## config.mk

```make
export PLATFORM = sky130hd
export DESIGN_NAME = muldiv_unit
export DESIGN_NICKNAME = d
export VERILOG_FILES = /design/src/rtl/muldiv_pkg.sv /design/src/rtl/muldiv_div_core.sv /design/src/rtl/muldiv_unit.sv
export SDC_FILE = /design/constraint.sdc
export NUM_CORES = 1
export LEC_CHECK = 0
export ABC_AREA = 1
export CORE_ASPECT_RATIO = 2
export CORE_MARGIN = 4
export CORE_UTILIZATION = 35
export DETAILED_ROUTE_END_ITERATION = 8
export MAX_ROUTING_LAYER = met4
export PLACE_DENSITY = 0.56
export SLEW_MARGIN = 20
export SYNTH_ARGS = -nofsm -noshare
export SYNTH_HDL_FRONTEND = slang
export SYNTH_SLANG_ARGS = --single-unit
```

## constraint.sdc

```tcl
create_clock -name clk -period 5.3 [get_ports clk]
set_input_delay 0.795 -clock clk [delete_from_list [all_inputs] [get_ports clk]]
set_output_delay 0.795 -clock clk [all_outputs]
set_load 0.01 [all_outputs]
```

## src/rtl/muldiv_pkg.sv

```systemverilog
// muldiv_pkg: shared width, opcode, state and special-result constants for the
// RV32M multiply/divide unit.
package muldiv_pkg;
  localparam int XLEN = 32;
  localparam logic [2:0] F3_MUL    = 3'b000;
  localparam logic [2:0] F3_MULH   = 3'b001;
  localparam logic [2:0] F3_MULHSU = 3'b010;
  localparam logic [2:0] F3_MULHU  = 3'b011;
  localparam logic [2:0] F3_DIV    = 3'b100;
  localparam logic [2:0] F3_DIVU   = 3'b101;
  localparam logic [2:0] F3_REM    = 3'b110;
  localparam logic [2:0] F3_REMU   = 3'b111;
  typedef enum logic [1:0] {S_IDLE, S_MUL, S_DIV, S_DONE} muldiv_state_t;
  localparam logic [XLEN-1:0] DIV0_QUOT = 32'hFFFF_FFFF;
  localparam logic [XLEN-1:0] INT_MIN   = 32'h8000_0000;
endpackage

```

## src/rtl/muldiv_div_core.sv

```systemverilog
// muldiv_div_core: restoring divider on magnitudes, one quotient bit per i_step.
// Exposes next-step quotient/remainder so the final step can be registered by the top.
module muldiv_div_core import muldiv_pkg::*; #(
  parameter int W = XLEN
) (
  input  logic         clk,
  input  logic         rst_n,
  input  logic         i_load,
  input  logic         i_step,
  input  logic [W-1:0] i_dividend,
  input  logic [W-1:0] i_divisor,
  output logic [W-1:0] o_quo_nxt,
  output logic [W-1:0] o_rem_nxt
);
  logic [W-1:0] r_rem, r_quo, r_dvs;
  logic [W:0] w_shift, w_trial;
  assign w_shift = {r_rem, r_quo[W-1]};
  assign w_trial = w_shift - {1'b0, r_dvs};
  // bit W of the trial difference is the borrow: set means keep the old partial remainder
  assign o_rem_nxt = w_trial[W] ? w_shift[W-1:0] : w_trial[W-1:0];
  assign o_quo_nxt = {r_quo[W-2:0], !w_trial[W]};
  always_ff @(posedge clk or negedge rst_n)
    if (!rst_n) begin
      r_rem <= '0;
      r_quo <= '0;
      r_dvs <= '0;
    end else if (i_load) begin
      r_rem <= '0;
      r_quo <= i_dividend;
      r_dvs <= i_divisor;
    end else if (i_step) begin
      r_rem <= o_rem_nxt;
      r_quo <= o_quo_nxt;
    end
endmodule

```

## src/rtl/muldiv_unit.sv

```systemverilog
// muldiv_unit: iterative RV32M multiply/divide producing one write-back beat.
// Define MULDIV_DIV_EN to build the divider; otherwise divide ops finish at once with err set.
module muldiv_unit #(
  parameter int XLEN = 32
) (
  input  logic            clk,
  input  logic            rst_n,
  input  logic            start,
  input  logic [2:0]      funct3,
  input  logic [XLEN-1:0] rs1_val,
  input  logic [XLEN-1:0] rs2_val,
  input  logic [4:0]      rd_addr,
  output logic            busy,
  output logic            done,
  output logic [XLEN-1:0] result,
  output logic            wb_en,
  output logic [4:0]      wb_addr,
  output logic            err
);
  import muldiv_pkg::*;
  localparam int CW = $clog2(XLEN);
  muldiv_state_t r_state, w_next;
  logic [CW-1:0] r_cnt;
  logic [1:0] r_f3;
  logic r_neg, r_err;
  logic [XLEN-1:0] r_mc, r_result;
  logic [2*XLEN-1:0] r_prod;
  logic [4:0] r_wb_addr;
  logic w_accept, w_iter, w_last, w_s1, w_s2, w_n1, w_n2, w_special, w_spec_err;
  logic [XLEN-1:0] w_a, w_b, w_spec_res, w_mul_res, w_div_res;
  logic [XLEN:0] w_sum;
  logic [2*XLEN-1:0] w_prod_nxt, w_prod_fix;

  assign w_accept = start && r_state == S_IDLE;
  assign w_iter = r_state == S_MUL || r_state == S_DIV;
  assign w_last = r_cnt == CW'(XLEN - 1);
  // signed rs1: MULH, MULHSU, DIV, REM; signed rs2: MULH, DIV, REM
  assign w_s1 = funct3[2] ? !funct3[0] : funct3[1] ^ funct3[0];
  assign w_s2 = funct3[2] ? !funct3[0] : funct3[1:0] == 2'b01;
  assign w_n1 = w_s1 && rs1_val[XLEN-1];
  assign w_n2 = w_s2 && rs2_val[XLEN-1];
  assign w_a = w_n1 ? -rs1_val : rs1_val;
  assign w_b = w_n2 ? -rs2_val : rs2_val;
  // r_prod holds {partial high word, remaining multiplier bits}; one add-and-shift per cycle
  assign w_sum = {1'b0, r_prod[2*XLEN-1:XLEN]} + (r_prod[0] ? {1'b0, r_mc} : '0);
  assign w_prod_nxt = {w_sum, r_prod[XLEN-1:1]};
  assign w_prod_fix = r_neg ? -w_prod_nxt : w_prod_nxt;
  assign w_mul_res = r_f3 == 2'b00 ? w_prod_fix[XLEN-1:0] : w_prod_fix[2*XLEN-1:XLEN];

`ifdef MULDIV_DIV_EN
  logic r_rneg, w_ovf, w_div0;
  logic [XLEN-1:0] w_quo_nxt, w_rem_nxt;
  assign w_div0 = rs2_val == '0;
  assign w_ovf = !funct3[0] && rs1_val == INT_MIN && rs2_val == DIV0_QUOT;
  assign w_special = w_div0 || w_ovf;
  assign w_spec_err = 1'b0;
  assign w_spec_res = w_div0 ? (funct3[1] ? rs1_val : DIV0_QUOT) : (funct3[1] ? '0 : INT_MIN);
  assign w_div_res = r_f3[1] ? (r_rneg ? -w_rem_nxt : w_rem_nxt) : (r_neg ? -w_quo_nxt : w_quo_nxt);
  muldiv_div_core #(.W(XLEN)) u_div (
    .clk        (clk),
    .rst_n      (rst_n),
    .i_load     (w_accept),
    .i_step     (r_state == S_DIV),
    .i_dividend (w_a),
    .i_divisor  (w_b),
    .o_quo_nxt  (w_quo_nxt),
    .o_rem_nxt  (w_rem_nxt)
  );
  always_ff @(posedge clk or negedge rst_n)
    if (!rst_n) r_rneg <= 1'b0;
    else if (w_accept) r_rneg <= w_n1;
`else
  assign w_special = 1'b1;
  assign w_spec_err = 1'b1;
  assign w_spec_res = '0;
  assign w_div_res = '0;
`endif

  always_ff @(posedge clk or negedge rst_n)
    if (!rst_n) r_state <= S_IDLE;
    else r_state <= w_next;

  always_comb begin
    w_next = r_state;
    if (w_accept) w_next = !funct3[2] ? S_MUL : w_special ? S_DONE : S_DIV;
    else if (w_iter && w_last) w_next = S_DONE;
    else if (r_state == S_DONE) w_next = S_IDLE;
  end

  always_ff @(posedge clk or negedge rst_n)
    if (!rst_n) begin
      r_cnt <= '0;
      r_f3 <= '0;
      r_neg <= 1'b0;
      r_err <= 1'b0;
      r_mc <= '0;
      r_prod <= '0;
      r_result <= '0;
      r_wb_addr <= '0;
    end else if (w_accept) begin
      r_cnt <= '0;
      r_f3 <= funct3[1:0];
      r_neg <= w_n1 ^ w_n2;
      r_err <= funct3[2] && w_spec_err;
      r_mc <= w_a;
      r_prod <= {{XLEN{1'b0}}, w_b};
      r_wb_addr <= rd_addr;
      if (funct3[2] && w_special) r_result <= w_spec_res;
    end else if (w_iter) begin
      r_cnt <= r_cnt + 1'b1;
      r_prod <= w_prod_nxt;
      if (w_last) r_result <= r_state == S_MUL ? w_mul_res : w_div_res;
    end

  assign busy = r_state != S_IDLE;
  assign done = r_state == S_DONE;
  assign wb_en = done && r_wb_addr != '0 && !r_err;
  assign result = r_result;
  assign wb_addr = r_wb_addr;
  assign err = r_err;
endmodule
```

==> flow_summary.yaml <==
routing:
  routed_wl_mm: 46.45
  dr_total_vias: 12810
  route.detailed.drc: 0
  drtIter0Drc: 742
  routedWlPerCell_um: 18.52
  viasPerCell: 5.108
  dr.pass1.iters: 5
  ant_nets: 0
worst_setup_path:
  cp_top_family: "simple AND/OR/NAND/NOR gates"
  critPathArrivalTime_ns: 4.26
  reg2reg_to: "result[29]"
  end_kind: "flip-flop"
  cpPeakStageDelay_ns: 0.83
  critPathLaunchType: "flip-flop"
  crit_buf_inv: 3
  path_cells: "buf_4 > nand2_1 > inv_1 > ha_1 > nand2_1 > nor2_1 > inv_1 > nor3_1 > nand3_1 > nand2_1 > nand2_1 > nand2_1 > nand2_1 > nor2_1 > nand2_1 > nand2_1 > nand2_1 > nand2_1 > nand3_1 > nand2_1 > nand2_1"
  required_ns: 5.65
  slowest_stage: "dfrtp_1"
  crit_type: "flip-flop to flip-flop"
  worstPathMaxFanout: 24
  worstReg2RegStart: "r_prod[0]"
  rr_worst_depth: 21
  crit_path_start: "r_prod[0]"
  cp_common_cell: "nand2_1"
  rrSetupSlack_ns: 1.39
layout:
  diodes: 0
  layout-drive-gt1-share_pct: 6.338
  fin_nets: 2171
  area_growth_pct: 17.95
  post-route-util_pct: 41.81
global_routing:
  grt_pass1_vias: 13150
  grt_usage_pct: 25.33
  grt.overflow.total: 0
  antenna_found_initial: 0
  grt_max_degree: 145
  grt_pass1_wl_mm: 72.15
clock_tree:
  insertion_delay_ns: 0.46
  cts_hold_buf: 0
  cts_setup_buffers: 0
  cts_tree: "built"
  clock_sinks: 144
  cts_made_buffers: 17
  cts-root-buf: "clkbuf_16"
  clk_pin_slew_ns: 0.07
  cts_max_level: 4
  clk_path_buf_depth: 2
  cts_resized: 0
run_status:
  status: "finished clean"
synthesis:
  yosysSeqAreaShare_pct: 29.69
  synth-edff-count: 0
  synth_seq_cells: 144
  netlist_instances: 1964
  ys_warn_count: 0
  synthArstFlopShare_pct: 100.0
  syn_area_per_cell_um2: 6.179
  netlist_area_um2: 12140
  synthFlopType: "dfrtp_1"
  mappedNetlistNets: 2081
  yosysUniqueCellTypes: 50
placement:
  portBuffers: 115
  hpwl_mm: 37.07
  place.gp.congestion: 1.008
timing:
  fin_worst_skew_ns: 0.01121
  setup_tns_ns: 0
  setup_violations: 0
  worst_pin_slew_ns: 1.107
  rsz0062_at_grt: "false"
  period_share_pct: 73.84
  slew_headroom_pct: 25.77
  drv_slew: 0
  period_needed_ns: 3.914
  hold_viol: 0
  whs_ns: 0.4459
  max_freq_ghz: 0.2555
pwr:
  combPwrFrac_pct: 61.4
  p_int_uw: 3571
  swShare_pct: 54.48
  max-vdd-ir-drop_mv: 0.6642
  power_frac_seq_pct: 23.1
  p_per_area_nw_per_um2: 548.1
  p_switching_uw: 4274
  p_leak_uw: 0.007360
  clkPwrFrac_pct: 15.5
floorplanning:
  start_util_pct: 35.45
  std_cell_rows: 96
  core_um2: 34230
  die_w_um: 139.7
  die_h_um: 271.3
  io-pin-count: 116
  dieArea_um2: 37900
run:
  drv_cap: 0
min_path:
  hold_path.class: "primary input to async pin"
[per-stage QoR]
step	power, µW	instances	area (µm²)	setup WS [ns]
final	7845	2508	14310	1.386
after global routing	8543	2508	14310	1.060
after CTS	7885	2508	14310	1.380
after detailed placement	6644	2476	13740	1.416
after global placement	6589	2476	13740	1.420
after floorplan	5062	1964	12140	2.422
[worst max path at each step]
stage,end,slack [ns],cells past startpoint
after CTS,result[29],1.38,21
after global placement,result[29],1.42,21
after detailed placement,result[29],1.42,21
after global routing,result[24],1.06,21
final,result[29],1.39,21
after floorplan,result[28],2.42,22
[power by group through the flow]
| stage | sequential, µW | combinational [µW] | clock, µW |
|---|---|---|---|
| floorplan | 1700 | 3360 | 0 |
| global placement | 1830 | 4760 | 0 |
| detailed placement | 1830 | 4810 | 0 |
| CTS | 1820 | 4830 | 1240 |
| global route | 1860 | 5410 | 1270 |
| finish | 1810 | 4820 | 1210 |
[layout by cell type, fill, tap and decap left out, types with 3 or more instances in the layout]
cell	instances
nor3_1	22
nand2_1	662
nor2_2	28
nand3_1	147
nor4_1	7
inv_6	4
clkbuf_16	17
buf_4	12
a21oi_1	69
inv_2	14
o31ai_1	3
o211ai_1	7
o21bai_1	5
nor2_1	163
nor3_2	5
ha_1	41
inv_8	4
nand4_1	18
inv_1	267
a32o_1	3
o22ai_1	3
clkinv_1	7
o21ai_0	150
nand3b_1	8
xor2_1	21
nor2_4	3
clkdlybuf4s50_1	114
xnor2_1	15
or2_2	4
o21ai_1	7
dfrtp_1	144
o221ai_1	28
nand3_2	6
a31oi_1	8
nand2_2	20
[cells by family after synthesis]
| logic type | count (synthesis) | synth area share (%) |
|---|---|---|
| XOR/XNOR | 36 | 2.598 |
| adder cells (fa/ha/maj) | 42 | 4.392 |
| buffers and inverters | 345 | 10.69 |
| AND/OR/NAND/NOR | 1101 | 38.58 |
| flip-flops | 144 | 29.69 |
| AO/OA/AOI/OAI | 296 | 14.04 |
[final cells by class]
cell class,instances,area [µm²]
Timing Repair Buffer,128,1262
Tap cell,441,551.8
Fill cell,3773,19920
Sequential cell,144,3603
Multi-Input combinational cell,1475,7244
Inverter,288,1081
Clock inverter,14,141.4
Clock buffer,18,429.2
[sequential cells by signal (all words and copies together) (netlist names)]
name     cells
err          1
r_mc        32
r_prod      64
result      32
r_f3         2
r_state      2
r_cnt        5
r_neg        1
wb_addr      5
[metal layers]
layer  up-vias  global-route usage (%)  wire length, µm  share of wire [%]
li1       6485                       -                -                  -
met4         0                   16.69             3440                7.4
met3       120                   1.816              809                1.7
met1      5941                   23.29            16030                 35
met2       265                   49.01            26160                 56
met5         -                       -                0                  0
[synthesized netlist by cell type, types with 2 or more instances]
cell      number  area, µm²
nand2_1      663       2489
inv_1        268       1006
nor2_1       166      623.1
o21ai_0      150      750.7
nand3_1      147      735.7
dfrtp_1      144       3603
a21oi_1       69      345.3
clkbuf_1      50      187.7
ha_1          41      513.0
o221ai_1      28      245.2
nor2_2        25      156.4
nor3_1        22      110.1
xor2_1        21      183.9
nand2_2       19      118.9
nand4_1       18      112.6
xnor2_1       15      131.4
inv_2         14      52.55
a31oi_1        8      50.05
nand3b_1       8      60.06
nor4_1         7      43.79
o211ai_1       7      52.55
o21ai_1        7      35.03
clkinv_1       6      22.52
nand3_2        6      60.06
buf_1          5      18.77
nor3_2         5      50.05
o21bai_1       5      37.54
or2_2          4      25.02
a32o_1         3      30.03
nor2_4         3      33.78
o22ai_1        3      18.77
o31ai_1        3      22.52
a21o_1         2      15.01
a21oi_2        2      17.52
a22oi_1        2      15.01
a41oi_1        2      17.52
and3_1         2      12.51
buf_2          2      10.01
Note: power is estimated with default switching activity, not from simulation.
